### config.mk
export PLATFORM = sky130hd
export DESIGN_NAME = mem_arbiter_flat
export DESIGN_NICKNAME = d
export VERILOG_FILES = /design/src/rtl/mem_arbiter_pkg.sv /design/src/rtl/mem_arbiter_if.sv /design/src/rtl/mem_arbiter_rr2.sv /design/src/rtl/mem_arbiter.sv /design/src/flat_wrapper.sv
export SDC_FILE = /design/constraint.sdc
export NUM_CORES = 1
export LEC_CHECK = 0
export BUFFER_PORTS_ARGS = -buffer_cell sky130_fd_sc_hd__buf_2
export CORE_UTILIZATION = 46
export CTS_BUF_LIST = sky130_fd_sc_hd__clkbuf_4
export DETAILED_ROUTE_END_ITERATION = 8
export GPL_TIMING_DRIVEN = 0
export PLACE_DENSITY = 0.79
export SLEW_MARGIN = 20
export SYNTH_ARGS = -nofsm -noshare
export SYNTH_HDL_FRONTEND = slang
export SYNTH_SLANG_ARGS = --single-unit
### constraint.sdc
create_clock -name clk -period 3.6 [get_ports clk]
set_input_delay 0.18 -clock clk [delete_from_list [all_inputs] [get_ports clk]]
set_output_delay 0.18 -clock clk [all_outputs]
set_load 0.05 [all_outputs]
### src/rtl/mem_arbiter_pkg.sv
// ============================================================================
// Module      : mem_arb_pkg
// Description : Shared types for the two-port memory arbiter.
// Revision    : 1.0 - initial release
// ============================================================================
`default_nettype none

package mem_arb_pkg;

  typedef enum logic [1:0] {
    IDLE = 2'd0,
    WAIT = 2'd1,
    DONE = 2'd2
  } state_e;

  typedef enum logic {
    GNT_I = 1'b0,
    GNT_D = 1'b1
  } gnt_e;

  localparam int MEM_LAT = 4;

endpackage

`default_nettype wire

### src/rtl/mem_arbiter_if.sv
// ============================================================================
// Module      : mem_arbiter_if
// Description : Requester and memory-side bus of the arbiter.
// Revision    : 1.0 - initial release
// ============================================================================
`default_nettype none

interface mem_arbiter_if #(
  parameter int ADDR_W = 16,
  parameter int DATA_W = 32
);

  logic              i_req;
  logic [ADDR_W-1:0] i_addr;
  logic [DATA_W-1:0] i_rdata;
  logic              i_done;
  logic              d_req;
  logic              d_we;
  logic [ADDR_W-1:0] d_addr;
  logic [DATA_W-1:0] d_wdata;
  logic [DATA_W-1:0] d_rdata;
  logic              d_done;
  logic [ADDR_W-1:0] mem_addr;
  logic              mem_re;
  logic              mem_we;
  logic [DATA_W-1:0] mem_wdata;
  logic [DATA_W-1:0] mem_rdata;
  logic              mem_rdy;
  logic              busy;
  logic              err_timeout;

  // Arbiter view
  modport master (
    input  i_req, i_addr, d_req, d_we, d_addr, d_wdata, mem_rdata, mem_rdy,
    output i_rdata, i_done, d_rdata, d_done, mem_addr, mem_re, mem_we,
           mem_wdata, busy, err_timeout
  );

  // Requesters plus memory view
  modport slave (
    output i_req, i_addr, d_req, d_we, d_addr, d_wdata, mem_rdata, mem_rdy,
    input  i_rdata, i_done, d_rdata, d_done, mem_addr, mem_re, mem_we,
           mem_wdata, busy, err_timeout
  );

endinterface

`default_nettype wire

### src/rtl/mem_arbiter_rr2.sv
// ============================================================================
// Module      : arb_rr2
// Description : Two-way round-robin picker; favours the side not granted last.
// Revision    : 1.0 - initial release
// ============================================================================
`default_nettype none

module arb_rr2
  import mem_arb_pkg::*;
(
  input  logic req_i,
  input  logic req_d,
  input  gnt_e last_gnt,
  output gnt_e gnt
);

  always_comb begin
    gnt = GNT_I;
    if (req_i && req_d) begin
      gnt = (last_gnt == GNT_I) ? GNT_D : GNT_I;
    end else if (req_d) begin
      gnt = GNT_D;
    end
  end

endmodule

`default_nettype wire

### src/rtl/mem_arbiter.sv
// ============================================================================
// Module      : mem_arbiter
// Description : Shares one memory port between I-cache fills and D-cache
//               accesses; one-cycle strobes, held addr/wdata, timeout flag.
// Revision    : 1.0 - initial release
// ============================================================================
`default_nettype none

module mem_arbiter
  import mem_arb_pkg::*;
#(
  parameter int ADDR_W = 16,
  parameter int DATA_W = 32,
  parameter int TO_CYC = 15
) (
  input  logic          clk,
  input  logic          rst,
  mem_arbiter_if.master bus
);

  localparam logic [7:0] c_to_cyc = 8'(TO_CYC);

  state_e            state_q;
  gnt_e              gnt_q;
  gnt_e              last_gnt_q;
  logic              we_q;
  logic [ADDR_W-1:0] addr_q;
  logic [DATA_W-1:0] wdata_q;
  logic [DATA_W-1:0] i_rdata_q;
  logic [DATA_W-1:0] d_rdata_q;
  logic [7:0]        to_cnt_q;
  logic [7:0]        to_cnt_d;
  logic              i_done_q;
  logic              d_done_q;
  logic              err_q;

  gnt_e              w_gnt;
  logic              w_any;
  logic              w_issue;
  logic              w_win_we;
  logic [ADDR_W-1:0] w_win_addr;
  logic [DATA_W-1:0] w_win_wdata;

  arb_rr2 u_rr (
    .req_i    (bus.i_req),
    .req_d    (bus.d_req),
    .last_gnt (last_gnt_q),
    .gnt      (w_gnt)
  );

  // The issue cycle is the IDLE cycle itself; rst gating keeps strobes low
  // while reset is held even if a request is already pending.
  assign w_any       = bus.i_req | bus.d_req;
  assign w_issue     = (state_q == IDLE) && w_any && !rst;
  assign w_win_we    = (w_gnt == GNT_D) && bus.d_we;
  assign w_win_addr  = (w_gnt == GNT_D) ? bus.d_addr : bus.i_addr;
  assign w_win_wdata = (w_gnt == GNT_D) ? bus.d_wdata : '0;
  assign to_cnt_d    = to_cnt_q + 8'd1;

  assign bus.mem_re      = w_issue && !w_win_we;
  assign bus.mem_we      = w_issue && w_win_we;
  assign bus.mem_addr    = w_issue ? w_win_addr  : addr_q;
  assign bus.mem_wdata   = w_issue ? w_win_wdata : wdata_q;
  assign bus.i_rdata     = i_rdata_q;
  assign bus.d_rdata     = d_rdata_q;
  assign bus.i_done      = i_done_q;
  assign bus.d_done      = d_done_q;
  assign bus.busy        = (state_q != IDLE);
  assign bus.err_timeout = err_q;

  always_ff @(posedge clk or posedge rst) begin
    if (rst) begin
      state_q    <= IDLE;
      gnt_q      <= GNT_I;
      last_gnt_q <= GNT_I;
      we_q       <= 1'b0;
      addr_q     <= '0;
      wdata_q    <= '0;
      i_rdata_q  <= '0;
      d_rdata_q  <= '0;
      to_cnt_q   <= 8'd0;
      i_done_q   <= 1'b0;
      d_done_q   <= 1'b0;
      err_q      <= 1'b0;
    end else begin
      case (state_q)
        IDLE: begin
          if (w_any) begin
            gnt_q      <= w_gnt;
            last_gnt_q <= w_gnt;
            we_q       <= w_win_we;
            addr_q     <= w_win_addr;
            wdata_q    <= w_win_wdata;
            to_cnt_q   <= 8'd0;
            state_q    <= WAIT;
          end
        end
        WAIT: begin
          to_cnt_q <= to_cnt_d;
          if (bus.mem_rdy) begin
            if (!we_q) begin
              if (gnt_q == GNT_I) i_rdata_q <= bus.mem_rdata;
              else                d_rdata_q <= bus.mem_rdata;
            end
            i_done_q <= (gnt_q == GNT_I);
            d_done_q <= (gnt_q == GNT_D);
            state_q  <= DONE;
          end else if (to_cnt_d == c_to_cyc) begin
            // A timed-out read returns zero; a timed-out write touches nothing.
            err_q <= 1'b1;
            if (!we_q) begin
              if (gnt_q == GNT_I) i_rdata_q <= '0;
              else                d_rdata_q <= '0;
            end
            i_done_q <= (gnt_q == GNT_I);
            d_done_q <= (gnt_q == GNT_D);
            state_q  <= DONE;
          end
        end
        DONE: begin
          i_done_q <= 1'b0;
          d_done_q <= 1'b0;
          state_q  <= IDLE;
        end
        default: state_q <= IDLE;
      endcase
    end
  end

endmodule

`default_nettype wire

### src/flat_wrapper.sv
// flat-port wrapper written by rule: the top's interface ports become plain ports
module mem_arbiter_flat import mem_arb_pkg::*;
#(
  parameter int ADDR_W = 16,
  parameter int DATA_W = 32,
  parameter int TO_CYC = 15
)
  (clk, rst, bus_i_req, bus_i_addr, bus_d_req, bus_d_we, bus_d_addr, bus_d_wdata, bus_mem_rdata, bus_mem_rdy, bus_i_rdata, bus_i_done, bus_d_rdata, bus_d_done, bus_mem_addr, bus_mem_re, bus_mem_we, bus_mem_wdata, bus_busy, bus_err_timeout);
  mem_arbiter_if #(.ADDR_W(ADDR_W), .DATA_W(DATA_W)) bus_i ();
  input  logic clk;
  input  logic rst;
  input wire logic [$bits(bus_i.i_req)-1:0] bus_i_req;
  input wire logic [$bits(bus_i.i_addr)-1:0] bus_i_addr;
  input wire logic [$bits(bus_i.d_req)-1:0] bus_d_req;
  input wire logic [$bits(bus_i.d_we)-1:0] bus_d_we;
  input wire logic [$bits(bus_i.d_addr)-1:0] bus_d_addr;
  input wire logic [$bits(bus_i.d_wdata)-1:0] bus_d_wdata;
  input wire logic [$bits(bus_i.mem_rdata)-1:0] bus_mem_rdata;
  input wire logic [$bits(bus_i.mem_rdy)-1:0] bus_mem_rdy;
  output wire logic [$bits(bus_i.i_rdata)-1:0] bus_i_rdata;
  output wire logic [$bits(bus_i.i_done)-1:0] bus_i_done;
  output wire logic [$bits(bus_i.d_rdata)-1:0] bus_d_rdata;
  output wire logic [$bits(bus_i.d_done)-1:0] bus_d_done;
  output wire logic [$bits(bus_i.mem_addr)-1:0] bus_mem_addr;
  output wire logic [$bits(bus_i.mem_re)-1:0] bus_mem_re;
  output wire logic [$bits(bus_i.mem_we)-1:0] bus_mem_we;
  output wire logic [$bits(bus_i.mem_wdata)-1:0] bus_mem_wdata;
  output wire logic [$bits(bus_i.busy)-1:0] bus_busy;
  output wire logic [$bits(bus_i.err_timeout)-1:0] bus_err_timeout;
  assign bus_i.i_req = bus_i_req;
  assign bus_i.i_addr = bus_i_addr;
  assign bus_i.d_req = bus_d_req;
  assign bus_i.d_we = bus_d_we;
  assign bus_i.d_addr = bus_d_addr;
  assign bus_i.d_wdata = bus_d_wdata;
  assign bus_i.mem_rdata = bus_mem_rdata;
  assign bus_i.mem_rdy = bus_mem_rdy;
  assign bus_i_rdata = bus_i.i_rdata;
  assign bus_i_done = bus_i.i_done;
  assign bus_d_rdata = bus_i.d_rdata;
  assign bus_d_done = bus_i.d_done;
  assign bus_mem_addr = bus_i.mem_addr;
  assign bus_mem_re = bus_i.mem_re;
  assign bus_mem_we = bus_i.mem_we;
  assign bus_mem_wdata = bus_i.mem_wdata;
  assign bus_busy = bus_i.busy;
  assign bus_err_timeout = bus_i.err_timeout;
  mem_arbiter #(.ADDR_W(ADDR_W), .DATA_W(DATA_W), .TO_CYC(TO_CYC)) u_core (.clk(clk), .rst(rst), .bus(bus_i));
endmodule
==> flow_metrics.env, run 1 <==
export IMPL_synth_top_cell_by_area="dfrtp_1"
export IMPL_final_common_cell="buf_2"
export IMPL_ir_worst_vdd_v=0.0006877
export IMPL_slew_viol_final=0
export IMPL_drt_vias_per_instance=5.553
export IMPL_cap_viol_max_count=0
export IMPL_place_inst=933
export IMPL_fin_worst_skew_ns=0.01450
export IMPL_r2r_end="u_core.addr_q[11]"
export IMPL_crit_path_top_delay_cell="clkbuf_1"
export IMPL_worst_slew_pin_slew_ns=0.7604
export IMPL_drive_gt1_share_pct=30.73
export IMPL_tritoncts="built"
export IMPL_path_buf_inv=3
export IMPL_clock_fmax_mhz=304.9
export IMPL_worstSetupPathType="register to output port"
export IMPL_cts_made_buffers=17
export IMPL_ys_warnings_count=0
export IMPL_r2r_start="u_core.gnt_q"
export IMPL_synth_area_top_cells="dfrtp_1 56%, a22o_1 11%, nand2_1 9.3%, o21ai_0 9.3%, mux2i_1 3.0%"
export IMPL_fp_dieH_um=112.6
export IMPL_post_place_ws_ns=0.4429
export IMPL_fillers=827
export IMPL_grt_setup_unrepaired="false"
export IMPL_cts_buffer_depth=2
export IMPL_drc_errors=0
export IMPL_io_pins=220
export IMPL_endpoint_kind="output port"
export IMPL_synth_cell_types=40
export IMPL_dp_hpwl_um=11430
export IMPL_register_area_um2=3178
export IMPL_ys_flop_type="dfrtp_1"
export IMPL_postSynthCellCount=564
export IMPL_finalPower_w=0.008309
export IMPL_crit_chain="clkbuf_1, a21boi_1, clkbuf_1, mux2i_1, o21ai_2, buf_2"
export IMPL_wl_per_cell_um=16.92
export IMPL_grt_pass1_wl_um=28840
export IMPL_gp_congestion=0.8441
export IMPL_cts_num_sinks=127
export IMPL_path_depth=6
export IMPL_grtUsageTotal_pct=29.08
export IMPL_numPortBuffers=219
export IMPL_grt_ovfl_total=0
export IMPL_dr_pass1_iters=5
export IMPL_powerDensity_nw_per_um2=996.2
export IMPL_ys_seq_area_share_pct=56.43
export IMPL_synth_nets=671
export IMPL_fin_ws_ns=0.3199
export IMPL_syn_cell_area_um2=5632
export IMPL_drtAntennaViolNets=0
export IMPL_crit_end="bus_mem_addr[9]"
export IMPL_crit_family="buffers and inverters"
export IMPL_crit_top_cell="clkbuf_1"
export IMPL_required_ns=3.42
export IMPL_antenna_found_initial=1
export IMPL_syn_to_final_growth_pct=48.10
export IMPL_worstSetupStartpoint="u_core.gnt_q"
export IMPL_setup_viol=0
export IMPL_design_die_area_um2=12690
export IMPL_layout_common_cells="228 x buf_2, 140 x nand2_1, 127 x dfrtp_1, 102 x dlygate4sd3_1, 86 x o21ai_0"
export IMPL_clk_latency_ns=0.54
export IMPL_fin_crit_sh_pct=91.11
export IMPL_clock_root_buffer="clkbuf_4"
export IMPL_final_nets=1015
export IMPL_final_core_utilization_pct=69.73
export IMPL_synth_edf_count=0
export IMPL_arrival_ns=3.10
export IMPL_slowest_delay_ns=0.65
export IMPL_drt_initial_drc_count=557
export IMPL_status="completed"
export IMPL_startpoint_type="register"
export IMPL_hold_viol=0
export IMPL_die_w_um=112.6
export IMPL_stdcell_count=1069
export IMPL_hold_class="primary input to async pin"
export IMPL_h_tree_depth=4
export IMPL_cp_max_fo=10
export IMPL_core_um2=11960
export IMPL_grt_max_degree=36
export IMPL_relSlewSlack_pct=49.31
export IMPL_clk_pin_slew_ns=0.11
export IMPL_r2r_cells=6
export IMPL_drt_wl_total_um=18090
export IMPL_synth_async_reset_ratio_pct=100.0
export IMPL_placementRows=40
export IMPL_start_util_pct=47.08
export IMPL_vias=5936
export IMPL_leakage_nw=4.282
export IMPL_yosysTopAreaCellShare_pct=56.43
export IMPL_syn_area_per_cell_um2=9.985
export IMPL_multi_input_area_um2=2290
export IMPL_fin_crit_ns=3.280
export IMPL_grt_pass1_vias=5869
export IMPL_rrSetupSlack_ns=0.55
export IMPL_ys_seq_elements=127
## flip-flops by register name, summed over array words and instances (netlist names)
name,count
u_core.bus.i_done,1
u_core.bus.d_rdata,32
u_core.bus.i_rdata,32
u_core.bus.d_done,1
u_core.addr_q,16
u_core.wdata_q,32
u_core.state_q,2
u_core.we_q,1
u_core.bus.err_timeout,1
u_core.gnt_q,1
u_core.to_cnt_q,8
## cell families after synthesis
logic type               Yosys count  synth area share, %
AO/OA/AOI/OAI                    194                23.00
multiplexers                      19                3.421
XOR/XNOR                           2               0.3111
buffers and inverters             54                3.777
AND/OR/NAND/NOR                  163                11.95
adder cells (fa/ha/maj)            5                1.111
flip-flops                       127                56.43
## final cells by class
| type | instances | share of cell area (%) |
|---|---|---|
| repair buffers | 325 | 26.16 |
| clock inverters | 14 | 1.785 |
| diodes | 1 | 0.03000 |
| clock buffers | 18 | 1.620 |
| inverters | 7 | 0.3600 |
| well taps | 147 | 2.205 |
| plain buffers | 47 | 2.280 |
| multi-input cells | 383 | 27.45 |
| flip-flops and latches | 127 | 38.10 |
## power by group
group	internal, W	total [W]	switching [W]
Combinational	0.00125	0.00488	0.00363
Clock	0.000475	0.000997	0.000522
Sequential	0.00206	0.00244	0.000379
## per-stage QoR
| step | hold WS (ns) | TNS (ns) | cell area [µm²] |
|---|---|---|---|
| 2_1_floorplan | 0.2770 | -0.9641 | 5680 |
| 5_1_grt | 0.2760 | 0 | 8341 |
| 3_5_place_dp | 0.2804 | 0 | 7020 |
| 4_1_cts | 0.2397 | 0 | 8339 |
| 6_report | 0.3008 | 0 | 8341 |
| 3_3_place_gp | 0.4112 | -46.79 | 6960 |
## tightest hold or removal path, delay by kind of cell
kind     cells  cell delay [ns]
buf+inv      4             1.02
## worst min-delay path by stage
| stage | slack [ns] | end |
|---|---|---|
| after floorplan | 0.28 | u_core.gnt_q |
| after global placement | 0.41 | u_core.gnt_q |
| after detailed placement | 0.28 | u_core.wdata_q[26] |
| after CTS | 0.24 | u_core.addr_q[9] |
| after global routing | 0.28 | u_core.wdata_q[31] |
| final | 0.30 | u_core.wdata_q[30] |
## cell usage after synthesis (3+ instances only)
| library cell | count |
|---|---|
| mux2i_1 | 17 |
| o21ai_1 | 4 |
| nor2_1 | 4 |
| inv_1 | 7 |
| clkbuf_1 | 39 |
| o21ai_0 | 105 |
| a21oi_1 | 3 |
| a22o_1 | 69 |
| or4_1 | 3 |
| dfrtp_1 | 127 |
| buf_2 | 8 |
| ha_1 | 5 |
| nand2_1 | 140 |
## repair_timing
action / in CTS / in global routing
hold buffers: 103 / 0
hold endpoints to repair: 140 / 0
resized for setup: 1 / 6
setup endpoints to repair: 19 / 20
buffers inserted: 0 / 0
## layer usage
layer,GRT usage [%],up-vias,part of all wire (%)
met3,7.181,51,8.3
met5,0,-,0
li1,-,2688,-
met1,34.81,2840,40
met4,12.89,0,2.8
met2,49.71,357,48
Note: power is estimated with default switching activity, not from simulation.
==> run 2: changes to the inputs <==
--- a/config.mk
+++ b/config.mk
@@ -5,13 +5,14 @@
 export SDC_FILE = /design/constraint.sdc
 export NUM_CORES = 1
 export LEC_CHECK = 0
-export BUFFER_PORTS_ARGS = -buffer_cell sky130_fd_sc_hd__buf_2
-export CORE_UTILIZATION = 46
+export CORE_UTILIZATION = 55
 export CTS_BUF_LIST = sky130_fd_sc_hd__clkbuf_4
 export DETAILED_ROUTE_END_ITERATION = 8
+export DONT_BUFFER_PORTS = 1
 export GPL_TIMING_DRIVEN = 0
-export PLACE_DENSITY = 0.79
+export PLACE_DENSITY = 0.73
 export SLEW_MARGIN = 20
 export SYNTH_ARGS = -nofsm -noshare
 export SYNTH_HDL_FRONTEND = slang
+export SYNTH_HIERARCHICAL = 1
 export SYNTH_SLANG_ARGS = --single-unit
==> run 2 against run 1 <==
Global-route usage increased by 2.7 points. Utilization increased by 2.5 points. Final area down 9.8%. Count of clock-buffer cells in the layout rose by 1. Setup slack worse by 0.21 ns. First-iteration DRC count rose by 18%. Sequential share of layout area increased by 4.1 points. Maximum frequency down 6.1%. Area after synthesis is 6.3% higher. Wire length fell by 3.3%. Non-clock buffer count decreased by 219. Critical path depth is 1 higher. Largest cell class unchanged.
==> flow_metrics.env, run 2 <==
export IMPL_fin_crit_ns=3.494
export IMPL_die_w_um=106.3
export IMPL_wl_per_cell_um=18.34
export IMPL_final_core_utilization_pct=72.25
export IMPL_placementRows=37
export IMPL_final_nets=909
export IMPL_endpoint_kind="output port"
export IMPL_cp_max_fo=10
export IMPL_synth_cell_types=34
export IMPL_postSynthCellCount=683
export IMPL_drt_wl_total_um=17500
export IMPL_syn_cell_area_um2=5987
export IMPL_postCtsSetupBuffers=0
export IMPL_synth_top_cell_by_area="dfrtp_1"
export IMPL_tritoncts="built"
export IMPL_synth_nets=787
export IMPL_dr_pass1_iters=5
export IMPL_synth_edf_count=0
export IMPL_required_ns=3.42
export IMPL_finalSetupTns_ns=0
export IMPL_drc_errors=0
export IMPL_grtUsageTotal_pct=31.82
export IMPL_status="completed"
export IMPL_cap_viol_max_count=0
export IMPL_fp_dieH_um=106.3
export IMPL_drt_initial_drc_count=660
export IMPL_fin_crit_sh_pct=97.06
export IMPL_fillers=710
export IMPL_grt_setup_unrepaired="true"
export IMPL_yosysTopAreaCellShare_pct=53.08
export IMPL_clk_pin_slew_ns=0.11
export IMPL_ys_warnings_count=6
export IMPL_synth_area_top_cells="dfrtp_1 53%, o21ai_0 14%, nand2_1 8.6%, a22oi_1 8.0%, inv_1 4.3%"
export IMPL_cts_buffer_depth=2
export IMPL_cts_made_buffers=17
export IMPL_grt_pass1_vias=5790
export IMPL_core_um2=10420
export IMPL_vias=5699
export IMPL_design_die_area_um2=11310
export IMPL_synth_compound_area_share_pct=24.31
export IMPL_yosys_area_share_simple_pct=11.12
export IMPL_synth_top_family_by_area="compound AO/OA/AOI/OAI gates"
export IMPL_gp_congestion=0.8138
export IMPL_startpoint_type="register"
export IMPL_antenna_found_initial=0
export IMPL_clk_latency_ns=0.51
export IMPL_worstSetupPathType="register to output port"
export IMPL_setup_viol=0
export IMPL_grt_ovfl_total=0
export IMPL_numPortBuffers=0
export IMPL_final_common_cell="nand2_1"
export IMPL_drtAntennaViolNets=0
export IMPL_cts_num_sinks=127
export IMPL_io_pins=220
export IMPL_slew_viol_final=0
export IMPL_synth_commonest_cells="168 x o21ai_0, 137 x nand2_1, 127 x dfrtp_1"
export IMPL_hold_viol=0
export IMPL_ys_seq_area_share_pct=53.08
export IMPL_fin_ws_ns=0.1059
export IMPL_start_util_pct=57.48
export IMPL_syn_area_per_cell_um2=8.766
export IMPL_synthAdderAreaFrac_pct=0.4180
export IMPL_hold_class="primary input to async pin"
export IMPL_n_antenna_cell=0
export IMPL_muxShareOfSynthArea_pct=2.863
export IMPL_syn_to_final_growth_pct=25.71
export IMPL_grt_max_degree=36
export IMPL_clock_root_buffer="clkbuf_4"
export IMPL_yosysMostFrequentCell="o21ai_0"
export IMPL_grt_pass1_wl_um=28260
export IMPL_ys_flop_type="dfrtp_1"
export IMPL_clock_fmax_mhz=286.2
export IMPL_synth_xor_area_share_pct=0.5852
export IMPL_drt_vias_per_instance=5.974
export IMPL_layout_common_cells="137 x nand2_1, 127 x dfrtp_1, 120 x o21ai_0, 99 x dlygate4sd3_1, 68 x inv_1"
export IMPL_ys_seq_elements=127
export IMPL_fin_worst_skew_ns=0.02056
export IMPL_post_place_ws_ns=0.1771
export IMPL_h_tree_depth=4
export IMPL_worst_slew_pin_slew_ns=1.085
export IMPL_dp_hpwl_um=11240
export IMPL_relSlewSlack_pct=27.19
export IMPL_arrival_ns=3.31
export IMPL_synth_async_reset_ratio_pct=100.0
export IMPL_drive_gt1_share_pct=7.213
-- run 2: cell types whose count changed in the layout (fill, tap and decap cells not counted), sizes merged, moves of 4 or more --
| cell | previous run | this run |
|---|---|---|
| buf | 231 | 12 |
| a22o | 69 | 0 |
| nor2 | 4 | 9 |
| and2 | 1 | 5 |
| clkbuf | 57 | 61 |
| o21ai | 109 | 173 |
| inv | 6 | 68 |
| a22oi | 0 | 64 |
-- run 2: per-layer routing --
layer / track usage (%) / vias up / wire (µm) / share of wire, %
met4: 16.77 / 0 / 463 / 2.6
met5: 0 / - / 0 / 0
met2: 53.62 / 332 / 8811 / 50
met1: 37.02 / 2754 / 6697 / 38
li1: - / 2569 / - / -
met3: 8.584 / 44 / 1525 / 8.7
-- run 2: stage by stage --
stage,hold slack [ns],instances,area (µm²)
after CTS,0.1754,954,7522
final,0.2278,954,7526
after floorplan,0.2789,683,6040
after global placement,0.2838,819,6210
after detailed placement,0.2138,822,6270
after global routing,0.2023,954,7526
-- run 2: worst max-delay path: stages, from the launching register on --
cell and delay, ns:
dfrtp_1 0.41, nor2_1 0.27, o21ai_0 0.30, nand2b_1 0.23, clkbuf_1 0.19, clkbuf_1 0.28, clkbuf_1 0.28, a21oi_1 0.84
-- run 2: final timing paths --
check	startpoint	end	slack (ns)	depth (start not counted)
max in group asynchronous	rst	u_core/bus.d_rdata[28]	2.93	4
hold reg to reg	u_core/to_cnt_q[7]	u_core/to_cnt_q[7]	0.49	1
setup / recovery	u_core/state_q[0]	bus_mem_re	0.11	7
hold / removal	rst	u_core/wdata_q[9]	0.23	3
min in group clk	bus_mem_rdy	u_core/state_q[0]	0.36	2
setup reg to reg	u_core/last_gnt_q	u_core/addr_q[12]	0.88	6
-- run 2: area by class of cell --
type | instances | area [µm²] | area share (%)
inverters | 69 | 262.8 | 3.491
repair buffers | 103 | 1071 | 14.23
well taps | 136 | 170.2 | 2.261
plain buffers | 50 | 197.7 | 2.627
clock inverters | 13 | 98.84 | 1.313
multi-input cells | 437 | 2405 | 31.95
flip-flops and latches | 127 | 3178 | 42.23
clock buffers | 19 | 142.6 | 1.895
-- run 2: repair_timing --
item	in CTS	in global routing
hold buffers	100	0
endpoints found under the setup margin	0	6
resized for setup	0	1
hold endpoints to repair	148	0
-- run 2: logic make-up after synthesis --
family / after synthesis
compound gates: 249
simple gates: 165
flops: 127
buf+inv: 119
mux: 17
xor+xnor: 4
fa+ha+maj: 2
Power of run 2 is not shown: default switching activity piles up to over one toggle a cycle in this logic, so the estimate is an artifact.
==> run 3: changes to the inputs <==
--- a/config.mk
+++ b/config.mk
@@ -5,12 +5,14 @@
 export SDC_FILE = /design/constraint.sdc
 export NUM_CORES = 1
 export LEC_CHECK = 0
+export CORE_MARGIN = 5
 export CORE_UTILIZATION = 55
 export CTS_BUF_LIST = sky130_fd_sc_hd__clkbuf_4
 export DETAILED_ROUTE_END_ITERATION = 8
 export DONT_BUFFER_PORTS = 1
 export GPL_TIMING_DRIVEN = 0
-export PLACE_DENSITY = 0.73
+export MAX_ROUTING_LAYER = met4
+export PLACE_DENSITY = 0.7
 export SLEW_MARGIN = 20
 export SYNTH_ARGS = -nofsm -noshare
 export SYNTH_HDL_FRONTEND = slang
==> constraint.sdc (replaced) <==
create_clock -name clk -period 3.7 [get_ports clk]
set_input_delay 0.185 -clock clk [delete_from_list [all_inputs] [get_ports clk]]
set_output_delay 0.185 -clock clk [all_outputs]
set_load 0.05 [all_outputs]
==> run 3 against run 2 <==
Die area is 16% higher. Final area is 0.47% higher. Wire length is 4.1% higher. Clock skew is 0.0076 ns lower. Critical path type unchanged.
==> flow_metrics.env, run 3 (synthesized netlist as in run 2, its figures left out) <==
export IMPL_status="completed"
export IMPL_core_um2=10750
export IMPL_drt_vias_per_instance=5.944
export IMPL_numPortBuffers=0
export IMPL_design_die_area_um2=13070
export IMPL_arrival_ns=3.44
export IMPL_io_pins=220
export IMPL_clock_fmax_mhz=275.6
export IMPL_placementRows=38
export IMPL_final_common_cell="nand2_1"
export IMPL_grt_ovfl_total=0
export IMPL_cts_resized=0
export IMPL_hold_class="primary input to async pin"
export IMPL_grt_setup_unrepaired="true"
export IMPL_startpoint_type="register"
export IMPL_fin_crit_ns=3.628
export IMPL_grtUsageTotal_pct=28.55
export IMPL_r2r_cells=6
export IMPL_cts_num_sinks=127
export IMPL_final_nets=909
export IMPL_drtAntennaViolNets=0
export IMPL_ir_worst_vdd_v=0.0006031
export IMPL_final_core_utilization_pct=70.37
export IMPL_h_tree_depth=4
export IMPL_cts_made_buffers=17
export IMPL_hold_viol=0
export IMPL_worstSetupStartpoint="u_core/state_q[1]"
export IMPL_post_place_ws_ns=0.6071
export IMPL_powerDensity_nw_per_um2=1066
export IMPL_antenna_found_initial=0
export IMPL_worst_slew_pin_slew_ns=1.099
export IMPL_r2r_end="u_core/addr_q[2]"
export IMPL_holdWs_ns=0.1084
export IMPL_vias=5694
export IMPL_syn_to_final_growth_pct=26.29
export IMPL_design_area_um2=7561
export IMPL_cap_viol_max_count=0
export IMPL_placed_area_um2=6295
export IMPL_grt_pass1_vias=5831
export IMPL_layout_common_cells="137 x nand2_1, 127 x dfrtp_1, 120 x o21ai_0, 99 x dlygate4sd3_1, 68 x inv_1"
export IMPL_fin_ws_ns=0.07184
export IMPL_cp_max_fo=10
export IMPL_gp_congestion=0.9111
export IMPL_required_ns=3.51
export IMPL_fp_dieH_um=114.3
export IMPL_setup_viol=0
export IMPL_clk_pin_slew_ns=0.12
export IMPL_dp_hpwl_um=11940
export IMPL_drive_gt1_share_pct=7.457
export IMPL_clock_root_buffer="clkbuf_4"
export IMPL_wl_per_cell_um=19.01
export IMPL_relSlewSlack_pct=26.23
export IMPL_start_util_pct=55.72
export IMPL_drt_wl_total_um=18210
export IMPL_leakage_nw=3.544
export IMPL_fin_worst_skew_ns=0.01294
export IMPL_endpoint_kind="output port"
export IMPL_clk_latency_ns=0.51
export IMPL_slew_viol_final=0
export IMPL_r2r_start="u_core/last_gnt_q"
export IMPL_grt_pass1_wl_um=28900
export IMPL_worstSetupPathType="register to output port"
export IMPL_tritoncts="built"
export IMPL_rrSetupSlack_ns=1.04
export IMPL_postCtsSetupBuffers=0
export IMPL_dr_pass1_iters=5
export IMPL_fin_crit_sh_pct=98.06
export IMPL_die_w_um=114.3
export IMPL_n_antenna_cell=0
export IMPL_grt_max_degree=35
export IMPL_cts_buffer_depth=2
export IMPL_drc_errors=0
export IMPL_drt_initial_drc_count=577
==> run 3: how the worst max path moves through the flow <==
stage	endpoint	slack (ns)
final	bus_mem_addr[12]	0.07
after global routing	bus_mem_addr[12]	-0.22
after CTS	bus_mem_addr[12]	0.02
after detailed placement	bus_mem_addr[12]	0.61
after global placement	bus_mem_addr[12]	-1.09
after floorplan	bus_mem_wdata[30]	-0.03
==> run 3: layer usage <==
layer	global-route usage [%]	up-vias	part of all wire [%]
li1	-	2569	-
met3	9.091	48	9.9
met1	34.03	2756	39
met2	44.96	321	49
met4	11.96	0	2.7
met5	-	-	0
==> run 3: cell type report <==
type | instances | area (µm²)
Sequential cell | 127 | 3178
Clock buffer | 17 | 127.6
Buffer | 50 | 197.7
Clock inverter | 15 | 147.6
Timing Repair Buffer | 103 | 1071
Fill cell | 743 | 3184
Inverter | 69 | 262.8
Tap cell | 140 | 175.2
Multi-Input combinational cell | 437 | 2401
==> run 3: power breakdown <==
part	internal [W]	switching, W	leakage, nW	total (W)
Clock	0.000395	0.000545	0.137	0.000940
Sequential	0.00201	0.00188	1.44	0.00389
Combinational	0.000898	0.00233	1.97	0.00323
Total	0.00330	0.00475	3.54	0.00806
==> run 3: worst max-delay path, stage by stage (launching register included) <==
cell	delay (ns)
dfrtp_1	0.43
nor2_1	0.33
o21ai_0	0.32
nand2b_1	0.23
clkbuf_1	0.19
clkbuf_1	0.28
clkbuf_1	0.29
o21ai_1	0.87
==> run 3: through the flow <==
stage          cells  TNS [ns]  total power, W
5_1_grt          958    -1.052        0.008501
2_1_floorplan    683  -0.02562        0.006284
6_report         958         0        0.008057
3_3_place_gp     823    -41.75        0.006786
4_1_cts          958         0        0.008001
3_5_place_dp     827         0        0.006956
==> run 3: what timing repair did <==
item,4_1_cts,5_1_grt
hold buffers,99,0
hold endpoints to repair,183,0
setup endpoints to repair,0,6
